## src/rtl/ctrl_mc_exc.sv

```systemverilog
// Multi-cycle MIPS control FSM with precise exceptions for signed overflow, illegal
// opcode/funct and memory bus timeout. Outputs decode the registered state combinationally.
module ctrl_mc_exc #(
    parameter int MIO_TIMEOUT = 16,
    parameter int OVF_TRAP    = 1,
    parameter int TO_W        = 8
) (
    input  logic        clk,
    input  logic        reset,
    input  logic [31:0] Inst_in,
    input  logic        zero,
    input  logic        overflow,
    input  logic        MIO_ready,
    output logic        MemRead,
    output logic        MemWrite,
    output logic        CPU_MIO,
    output logic        IorD,
    output logic        IRWrite,
    output logic        RegWrite,
    output logic        ALUSrcA,
    output logic        PCWrite,
    output logic        PCWriteCond,
    output logic        Branch,
    output logic [1:0]  RegDst,
    output logic [1:0]  MemtoReg,
    output logic [1:0]  ALUSrcB,
    output logic [1:0]  PCSource,
    output logic [3:0]  ALU_operation,
    output logic [4:0]  state_out,
    output logic        EPCWrite,
    output logic        CauseWrite,
    output logic [1:0]  Cause
);

    typedef enum logic [4:0] {
        S_IF      = 5'd0,
        S_ID      = 5'd1,
        S_MEM_EX  = 5'd2,
        S_MEM_RD  = 5'd3,
        S_LW_WB   = 5'd4,
        S_MEM_WD  = 5'd5,
        S_R_EXE   = 5'd6,
        S_R_WB    = 5'd7,
        S_BEQ_EXE = 5'd8,
        S_J       = 5'd9,
        S_I_EXE   = 5'd10,
        S_I_WB    = 5'd11,
        S_LUI_WB  = 5'd12,
        S_BNE_EXE = 5'd13,
        S_JR      = 5'd14,
        S_JAL     = 5'd15,
        S_SH_EXE  = 5'd16,
        S_EXC     = 5'd17
    } state_t;

    localparam logic [5:0] OP_RTYPE = 6'h00;
    localparam logic [5:0] OP_J     = 6'h02;
    localparam logic [5:0] OP_JAL   = 6'h03;
    localparam logic [5:0] OP_BEQ   = 6'h04;
    localparam logic [5:0] OP_BNE   = 6'h05;
    localparam logic [5:0] OP_ADDI  = 6'h08;
    localparam logic [5:0] OP_SLTI  = 6'h0A;
    localparam logic [5:0] OP_SLTIU = 6'h0B;
    localparam logic [5:0] OP_ANDI  = 6'h0C;
    localparam logic [5:0] OP_ORI   = 6'h0D;
    localparam logic [5:0] OP_XORI  = 6'h0E;
    localparam logic [5:0] OP_LUI   = 6'h0F;
    localparam logic [5:0] OP_LW    = 6'h23;
    localparam logic [5:0] OP_SW    = 6'h2B;

    localparam logic [5:0] F_SLL  = 6'h00;
    localparam logic [5:0] F_SRL  = 6'h02;
    localparam logic [5:0] F_SRA  = 6'h03;
    localparam logic [5:0] F_SLLV = 6'h04;
    localparam logic [5:0] F_SRLV = 6'h06;
    localparam logic [5:0] F_JR   = 6'h08;
    localparam logic [5:0] F_ADD  = 6'h20;
    localparam logic [5:0] F_SUB  = 6'h22;
    localparam logic [5:0] F_AND  = 6'h24;
    localparam logic [5:0] F_OR   = 6'h25;
    localparam logic [5:0] F_XOR  = 6'h26;
    localparam logic [5:0] F_NOR  = 6'h27;
    localparam logic [5:0] F_SLT  = 6'h2A;
    localparam logic [5:0] F_SLTU = 6'h2B;

    localparam logic [3:0] ALU_AND  = 4'd0;
    localparam logic [3:0] ALU_OR   = 4'd1;
    localparam logic [3:0] ALU_ADD  = 4'd2;
    localparam logic [3:0] ALU_XOR  = 4'd3;
    localparam logic [3:0] ALU_NOR  = 4'd4;
    localparam logic [3:0] ALU_SRL  = 4'd5;
    localparam logic [3:0] ALU_SUB  = 4'd6;
    localparam logic [3:0] ALU_SLTU = 4'd7;
    localparam logic [3:0] ALU_SLL  = 4'd8;
    localparam logic [3:0] ALU_SLT  = 4'd9;
    localparam logic [3:0] ALU_SRA  = 4'd10;

    localparam logic [1:0] CAUSE_NONE    = 2'b00;
    localparam logic [1:0] CAUSE_OVF     = 2'b01;
    localparam logic [1:0] CAUSE_ILLEGAL = 2'b10;
    localparam logic [1:0] CAUSE_TIMEOUT = 2'b11;

    localparam bit            TO_EN    = (MIO_TIMEOUT != 0);
    localparam bit            OVF_EN   = (OVF_TRAP != 0);
    localparam logic [TO_W-1:0] TO_LIMIT = TO_W'(MIO_TIMEOUT);
    localparam logic [TO_W-1:0] CNT_ONE  = TO_W'(1);

    state_t          state;
    state_t          next_state;
    logic [1:0]      next_cause;
    logic [1:0]      cause_q;
    logic [TO_W-1:0] wait_cnt;
    logic [5:0]      opcode;
    logic [5:0]      funct;
    logic [3:0]      r_alu_op;
    logic [3:0]      i_alu_op;
    logic            r_funct_ok;
    logic            r_is_addsub;
    logic            waiting;
    logic            timeout_hit;
    logic            unused_inputs;

    assign opcode        = Inst_in[31:26];
    assign funct         = Inst_in[5:0];
    assign unused_inputs = ^{Inst_in[25:6], zero};
    assign state_out     = state;

    // R-type funct decode: ALU operation and whether the funct is one we implement
    always_comb begin
        r_alu_op   = ALU_AND;
        r_funct_ok = 1'b1;
        case (funct)
            F_ADD:   r_alu_op = ALU_ADD;
            F_SUB:   r_alu_op = ALU_SUB;
            F_AND:   r_alu_op = ALU_AND;
            F_OR:    r_alu_op = ALU_OR;
            F_XOR:   r_alu_op = ALU_XOR;
            F_NOR:   r_alu_op = ALU_NOR;
            F_SLT:   r_alu_op = ALU_SLT;
            F_SLTU:  r_alu_op = ALU_SLTU;
            F_SLLV:  r_alu_op = ALU_SLL;
            F_SRLV:  r_alu_op = ALU_SRL;
            F_SLL:   r_alu_op = ALU_SLL;
            F_SRL:   r_alu_op = ALU_SRL;
            F_SRA:   r_alu_op = ALU_SRA;
            F_JR:    r_alu_op = ALU_ADD;
            default: r_funct_ok = 1'b0;
        endcase
    end

    always_comb begin
        i_alu_op = ALU_AND;
        case (opcode)
            OP_ADDI:  i_alu_op = ALU_ADD;
            OP_ANDI:  i_alu_op = ALU_AND;
            OP_ORI:   i_alu_op = ALU_OR;
            OP_XORI:  i_alu_op = ALU_XOR;
            OP_SLTI:  i_alu_op = ALU_SLT;
            OP_SLTIU: i_alu_op = ALU_SLTU;
            default:  i_alu_op = ALU_AND;
        endcase
    end

    assign r_is_addsub = (funct == F_ADD) || (funct == F_SUB);
    assign waiting     = ((state == S_IF) || (state == S_MEM_RD) || (state == S_MEM_WD)) && !MIO_ready;
    assign timeout_hit = TO_EN && waiting && ((wait_cnt + CNT_ONE) == TO_LIMIT);

    always_comb begin
        next_state = state;
        next_cause = CAUSE_NONE;
        case (state)
            S_IF: begin
                if (MIO_ready) begin
                    next_state = S_ID;
                end else if (timeout_hit) begin
                    next_state = S_EXC;
                    next_cause = CAUSE_TIMEOUT;
                end
            end
            S_ID: begin
                case (opcode)
                    OP_RTYPE: begin
                        if (!r_funct_ok) begin
                            next_state = S_EXC;
                            next_cause = CAUSE_ILLEGAL;
                        end else if (funct == F_JR) begin
                            next_state = S_JR;
                        end else if ((funct == F_SLL) || (funct == F_SRL) || (funct == F_SRA)) begin
                            next_state = S_SH_EXE;
                        end else begin
                            next_state = S_R_EXE;
                        end
                    end
                    OP_J:     next_state = S_J;
                    OP_JAL:   next_state = S_JAL;
                    OP_BEQ:   next_state = S_BEQ_EXE;
                    OP_BNE:   next_state = S_BNE_EXE;
                    OP_ADDI, OP_ANDI, OP_ORI, OP_XORI, OP_SLTI, OP_SLTIU:
                              next_state = S_I_EXE;
                    OP_LUI:   next_state = S_LUI_WB;
                    OP_LW, OP_SW:
                              next_state = S_MEM_EX;
                    default: begin
                        next_state = S_EXC;
                        next_cause = CAUSE_ILLEGAL;
                    end
                endcase
            end
            S_MEM_EX: next_state = (opcode == OP_SW) ? S_MEM_WD : S_MEM_RD;
            S_MEM_RD, S_MEM_WD: begin
                if (MIO_ready) begin
                    next_state = (state == S_MEM_RD) ? S_LW_WB : S_IF;
                end else if (timeout_hit) begin
                    next_state = S_EXC;
                    next_cause = CAUSE_TIMEOUT;
                end
            end
            S_R_EXE: begin
                if (OVF_EN && overflow && r_is_addsub) begin
                    next_state = S_EXC;
                    next_cause = CAUSE_OVF;
                end else begin
                    next_state = S_R_WB;
                end
            end
            S_SH_EXE: next_state = S_R_WB;
            S_I_EXE: begin
                if (OVF_EN && overflow && (opcode == OP_ADDI)) begin
                    next_state = S_EXC;
                    next_cause = CAUSE_OVF;
                end else begin
                    next_state = S_I_WB;
                end
            end
            default: next_state = S_IF;
        endcase
    end

    // Wait counter runs only while a memory handshake is stalled; any other cycle clears it
    always_ff @(posedge clk) begin
        if (reset) begin
            state    <= S_IF;
            cause_q  <= CAUSE_NONE;
            wait_cnt <= '0;
        end else begin
            state <= next_state;
            if (next_state == S_EXC) begin
                cause_q <= next_cause;
            end
            if (waiting && (next_state != S_EXC)) begin
                wait_cnt <= wait_cnt + CNT_ONE;
            end else begin
                wait_cnt <= '0;
            end
        end
    end

    always_comb begin
        MemRead       = 1'b0;
        MemWrite      = 1'b0;
        CPU_MIO       = 1'b0;
        IorD          = 1'b0;
        IRWrite       = 1'b0;
        RegWrite      = 1'b0;
        ALUSrcA       = 1'b0;
        PCWrite       = 1'b0;
        PCWriteCond   = 1'b0;
        Branch        = 1'b0;
        RegDst        = 2'b00;
        MemtoReg      = 2'b00;
        ALUSrcB       = 2'b00;
        PCSource      = 2'b00;
        ALU_operation = ALU_AND;
        EPCWrite      = 1'b0;
        CauseWrite    = 1'b0;
        Cause         = CAUSE_NONE;
        case (state)
            S_IF: begin
                MemRead       = 1'b1;
                CPU_MIO       = 1'b1;
                ALUSrcB       = 2'b01;
                ALU_operation = ALU_ADD;
                IRWrite       = MIO_ready;
                PCWrite       = MIO_ready;
            end
            S_ID: begin
                ALUSrcB       = 2'b11;
                ALU_operation = ALU_ADD;
            end
            S_MEM_EX: begin
                ALUSrcA       = 1'b1;
                ALUSrcB       = 2'b10;
                ALU_operation = ALU_ADD;
            end
            S_MEM_RD: begin
                IorD    = 1'b1;
                MemRead = 1'b1;
                CPU_MIO = 1'b1;
            end
            S_LW_WB: begin
                RegWrite = 1'b1;
                MemtoReg = 2'b01;
            end
            S_MEM_WD: begin
                IorD     = 1'b1;
                MemWrite = 1'b1;
                CPU_MIO  = 1'b1;
            end
            S_R_EXE: begin
                ALUSrcA       = 1'b1;
                ALU_operation = r_alu_op;
            end
            S_SH_EXE: begin
                ALUSrcB       = 2'b10;
                RegDst        = 2'b11;
                ALU_operation = r_alu_op;
            end
            S_R_WB: begin
                RegWrite = 1'b1;
                RegDst   = 2'b01;
            end
            S_I_EXE: begin
                ALUSrcA       = 1'b1;
                ALUSrcB       = 2'b10;
                ALU_operation = i_alu_op;
            end
            S_I_WB:   RegWrite = 1'b1;
            S_LUI_WB: begin
                RegWrite = 1'b1;
                MemtoReg = 2'b10;
            end
            S_BEQ_EXE, S_BNE_EXE: begin
                ALUSrcA       = 1'b1;
                ALU_operation = ALU_SUB;
                PCWriteCond   = 1'b1;
                PCSource      = 2'b01;
                Branch        = (state == S_BEQ_EXE);
            end
            S_J: begin
                PCWrite  = 1'b1;
                PCSource = 2'b10;
            end
            S_JAL: begin
                PCWrite  = 1'b1;
                PCSource = 2'b10;
                RegWrite = 1'b1;
                RegDst   = 2'b10;
                MemtoReg = 2'b11;
            end
            S_JR: begin
                PCWrite       = 1'b1;
                ALUSrcA       = 1'b1;
                ALU_operation = ALU_ADD;
            end
            S_EXC: begin
                EPCWrite   = 1'b1;
                CauseWrite = 1'b1;
                PCWrite    = 1'b1;
                PCSource   = 2'b11;
                Cause      = cause_q;
            end
            default: begin
                MemRead = 1'b0;
            end
        endcase
    end

endmodule

```

## config.mk

```make
export PLATFORM = sky130hd
export DESIGN_NAME = ctrl_mc_exc
export DESIGN_NICKNAME = d
export VERILOG_FILES = /design/src/rtl/ctrl_mc_exc.sv
export SDC_FILE = /design/constraint.sdc
export NUM_CORES = 1
export LEC_CHECK = 0
export BUFFER_PORTS_ARGS = -buffer_cell sky130_fd_sc_hd__buf_4
export CORE_UTILIZATION = 39
export DETAILED_ROUTE_END_ITERATION = 10
export PLACE_DENSITY_LB_ADDON = 0.1
export SYNTH_ARGS = -nofsm -noshare
export SYNTH_HDL_FRONTEND = slang
export SYNTH_SLANG_ARGS = --single-unit
```

## constraint.sdc

```tcl
create_clock -name clk -period 1.7 [get_ports clk]
set_input_delay 0.085 -clock clk [delete_from_list [all_inputs] [get_ports clk]]
set_output_delay 0.085 -clock clk [all_outputs]
set_load 0.01 [all_outputs]
```

; After elaboration in Yosys (flattened, before gate mapping)
; Cells that the tools add are included.
[classes]
n_addsub = 1
n_eq_ne = 46
muxes = 39
bitwise = 1
reduce_logical = 33
[ops]
columns = cell, n
row1 = "6-bit equality test, second input constant", 10
row2 = "6-bit by 4-bit equality test with 1-bit output, second input constant", 8
row3 = "5-bit by 4-bit equality test with 1-bit output, second input constant", 8
row4 = 5-bit 2-to-1 mux, 8
row5 = 4-bit case mux with 10 select lines, 1
row6 = 5-bit case mux with 8 select lines, 1
row7 = 5-bit case mux with 7 select lines, 1
row8 = "6-bit by 2-bit equality test with 1-bit output, second input constant", 4
row9 = "6-bit by 3-bit equality test with 1-bit output, second input constant", 4
row10 = 2-bit case mux with 3 select lines, 4
row11 = "5-bit by 3-bit equality test with 1-bit output, second input constant", 4
row12 = 4-bit case mux with 5 select lines, 1
row13 = 2-bit OR reduction, 10
row14 = 4-bit case mux with 4 select lines, 1
row15 = "5-bit equality test, second input constant", 3
row16 = 14-bit OR reduction, 1
row17 = 1-bit 2-to-1 mux, 13
row18 = 13-bit OR reduction, 1
row19 = 6-bit logical NOT, 2
row20 = 6-bit OR reduction, 2
row21 = "5-bit by 2-bit equality test with 1-bit output, second input constant", 2
row22 = "8-bit by 1-bit adder with 8-bit output, second input constant", 1
row23 = "8-bit by 5-bit equality test with 1-bit output, second input constant", 1
row24 = 2-bit 2-to-1 mux, 4
row25 = other kinds (14), 25
[totals]
ff_bits = 15
in_bits = 37
output_inout_bits = 31

; Logic depth before layout (Yosys ltp)
[logic_depth]
word_depth = 12
depth_mapped = 8

; Worst setup path before layout
; Ideal clock, no wire load.
[synth_path]
path_kind = register to output
start = register state[2], in the netlist state_out[2]
end = output port ALU_operation[0]
t_arrival_ns = 1.803
required_ns = 1.615
path_slack_ns = -0.188
stages_incl_launch_ff = 7
n_path_buf = 1
path_cell_list = dfxtp_1 > buf_2 > nand2_1 > nor2_1 > a21oi_1 > or4_1 > o32ai_1
[synth_via]
elab_chain_len = 3
[synth_lines]
columns = item, line_no
row1 = from (decl), 108  ; state_t state;
row2 = from (signal assigned), 246  ; state <= next_state;
row3 = 5-bit by 4-bit equality test with 1-bit output (tied with other cells), 277  ; case (state)
row4 = 4-bit OR reduction (no line) or 2-bit OR reduction (tied branches), --
row5 = 4-bit case mux with 4 select lines (*), 277
row6 = to (decl), 28  ; output logic [3:0] ALU_operation,
; Mark *: on every way between the ends. The rest lies on a longest branch, timed or not.

; Worst setup path after layout
[layout_path]
start = register state[2], in the netlist state_out[2]
end = output port ALU_operation[3]
; Same word-level chain as after synthesis.

==> impl_metrics.yaml <==
outcome:
  outcome: "complete, but fails checks"
  failed_checks: "setup timing"
global_route:
  grt_max_degree: 16
  grt_overflow: 0
  grt_pass1_vias: 2024
  grt_pass1_wl_mm: 9.36
  antenna_found_initial: 0
  grt.total_usage: 0.229
floorplan:
  die_y_um: 70.0
  num_rows: 24
  core_um2: 4380
  dieArea_um2: 4900
  start_util: 0.411
  ios: 68
  die_w_um: 70.0
sta:
  setup_violations: 19
  rsz0062_at_grt: "yes"
  hold_viol: 0
  slew_headroom: 0.646
  setup_ws_ns: -0.168
  skew_ns: 0.000727
  max_freq_ghz: 0.535
  period_share: 1.10
  post-route-min-period_ns: 1.87
  tightest_slew_ns: 0.530
  drv_slew: 0
power:
  finalPower_mw: 2.92
  ir_drop_mv: 0.702
  power_density_nw_per_um2: 1000
  leakagePower_nw: 1.24
detailed_routing:
  wl_per_cell_um: 14.1
  drt-initial-drc-count: 178
  vias: 2311
  firstDrtPassIters: 4
  drcViolationCount: 0
  via_per_inst: 5.54
  wirelength_mm: 5.88
  drtAntennaViolNets: 0
clocking:
  clock_sinks: 15
  postCtsHoldBufs: 0
  clk-insertion-delay-late_ns: 0.24
  cts_tree: "done"
  clockRootBuffer: "clkbuf_8"
  clock_path_buffers: 2
  cts.clk_slew.worst_paths_ns: 0.06
  cts_buffers: 3
  cts_max_level: 1
cells_and_area:
  layout-drive-gt1-share: 0.468
  diodes: 0
  final_area_um2: 2920
  fillers: 399
  final-seq-area_um2: 322
  stdcell_count: 417
  final_core_util: 0.666
  multi_input_area_um2: 1530
  area_growth_pct: 62.0
  fin_nets: 405
  layout_common_cells: "buf_4, nor2_1, nand2_1, a21oi_1"
  final_common_cell: "buf_4"
worst_setup_path:
  worst_setup_path_end_kind: "output pin"
  r2r_cells: 6
  cp-start-kind: "register"
  critPathArrivalTime_ns: 1.78
  crit_type: "register to output pin"
  required_ns: 1.62
  crit_fanout: 6
logic_synthesis:
  avgSynthCellArea_um2: 6.75
  ys_types: 57
  synth_area_leader_cell: "dfxtp_1"
  synth_cells: 267
  ys_seq_elements: 15
  synth_top_area_frac: 0.167
  syn_nets: 306
  synthTopCellsByArea: "dfxtp_1, nor2_1, xor2_1"
  synth_area_um2: 1800
  synth_edf_count: 0
  synth-async-reset-ratio: 0
  synth_warnings: 0
  synth-seq-area-share: 0.167
  synth-main-ff-cell: "dfxtp_1"
placement:
  postPlaceCellArea_um2: 2570
  dp_hpwl_mm: 4.17
  io_buffer_count: 46
  gp_congestion: 0.828
  dp.cells: 397
job:
  maxCapViolCount: 0
hold_path:
  min_path_cells: 3
  hp-class: "input pin to register"
-- flip-flops by register name (all words and copies together), names as in the netlist --
signal / flops
state_out: 5
wait_cnt: 8
cause_q: 2
-- metrics by stage --
stage                     setup WS, ns  TNS (ns)  hold slack, ns
after floorplan                -0.0676    -0.719           0.243
after CTS                       -0.122     -1.74          0.0918
after global placement          -0.190     -1.38           0.347
after global routing            -0.236     -3.86           0.106
final                           -0.168     -1.73          0.0916
after detailed placement        -0.190     -2.02           0.354
-- worst max-delay path, cell delays in order (launching register included) --
cell and delay (ns):
dfxtp_4 0.40, nand2_1 0.10, nor2_2 0.13, a21oi_2 0.05, or4_4 0.46, buf_6 0.14
o32ai_2 0.09, buf_4 0.16
-- report_power, final --
group	internal, mW	switching (mW)
clock network	0.162	0.124
logic	1.16	0.973
registers	0.422	0.0796
total	1.74	1.18
-- worst paths after layout --
check                          start                      end  slack, ns
min                            reset  cause_q[1]$_SDFFE_PP0N_       0.09
min reg2reg  cause_q[1]$_SDFFE_PP0N_  cause_q[1]$_SDFFE_PP0N_       0.49
max reg2reg   wait_cnt[0]$_SDFF_PP0_   wait_cnt[4]$_SDFF_PP0_      -0.11
max          state_out[2]$_SDFF_PP0_         ALU_operation[3]      -0.17
-- cell type report --
class | count | area share
multi-input combinational | 218 | 0.523
timing repair buffer | 117 | 0.314
sequential | 15 | 0.110
tap | 52 | 0.0223
clock buffer | 3 | 0.0141
inverter | 11 | 0.0141
clock inverter | 1 | 0.00171
-- cells in the mapped netlist, types with 2 or more instances --
master / n
o21ai_0: 14
xor2_1: 10
and2_1: 3
nor2b_1: 12
nand2_1: 18
xnor2_1: 5
and3_1: 4
a32oi_1: 3
a22oi_1: 3
buf_2: 5
a21oi_1: 17
o21ai_1: 4
o32ai_1: 2
ha_1: 2
nor2_1: 33
a31oi_1: 7
a221oi_1: 4
nor4_1: 6
nor3b_1: 2
or3_1: 3
o21a_1: 2
nand3b_1: 3
nand3_1: 11
nand3_2: 3
a311oi_1: 2
clkbuf_1: 16
o31ai_1: 3
nor3_1: 10
dfxtp_1: 15
inv_1: 9
nand2b_1: 10
-- routing by layer --
layer  track usage  share of wire
met1         0.330           0.47
met2         0.366           0.47
met3        0.0231          0.052
met4        0.0489          0.014
met5             0              0
-- kinds of logic after synthesis --
family | Yosys count | share of synthesized area
fa+ha+maj | 2 | 0.0139
xor+xnor | 15 | 0.0729
buf+inv | 34 | 0.0763
simple gates | 127 | 0.389
compound gates | 73 | 0.276
mux | 1 | 0.00625
flops | 15 | 0.167
-- repair_timing --
item	4_1_cts	5_1_grt
setup endpoints to repair	26	30
gates cloned	0	1
setup buffers	14	1
resized for setup	30	19
pin swaps	16	12
No activity file was read; power rests on OpenSTA's default activity.
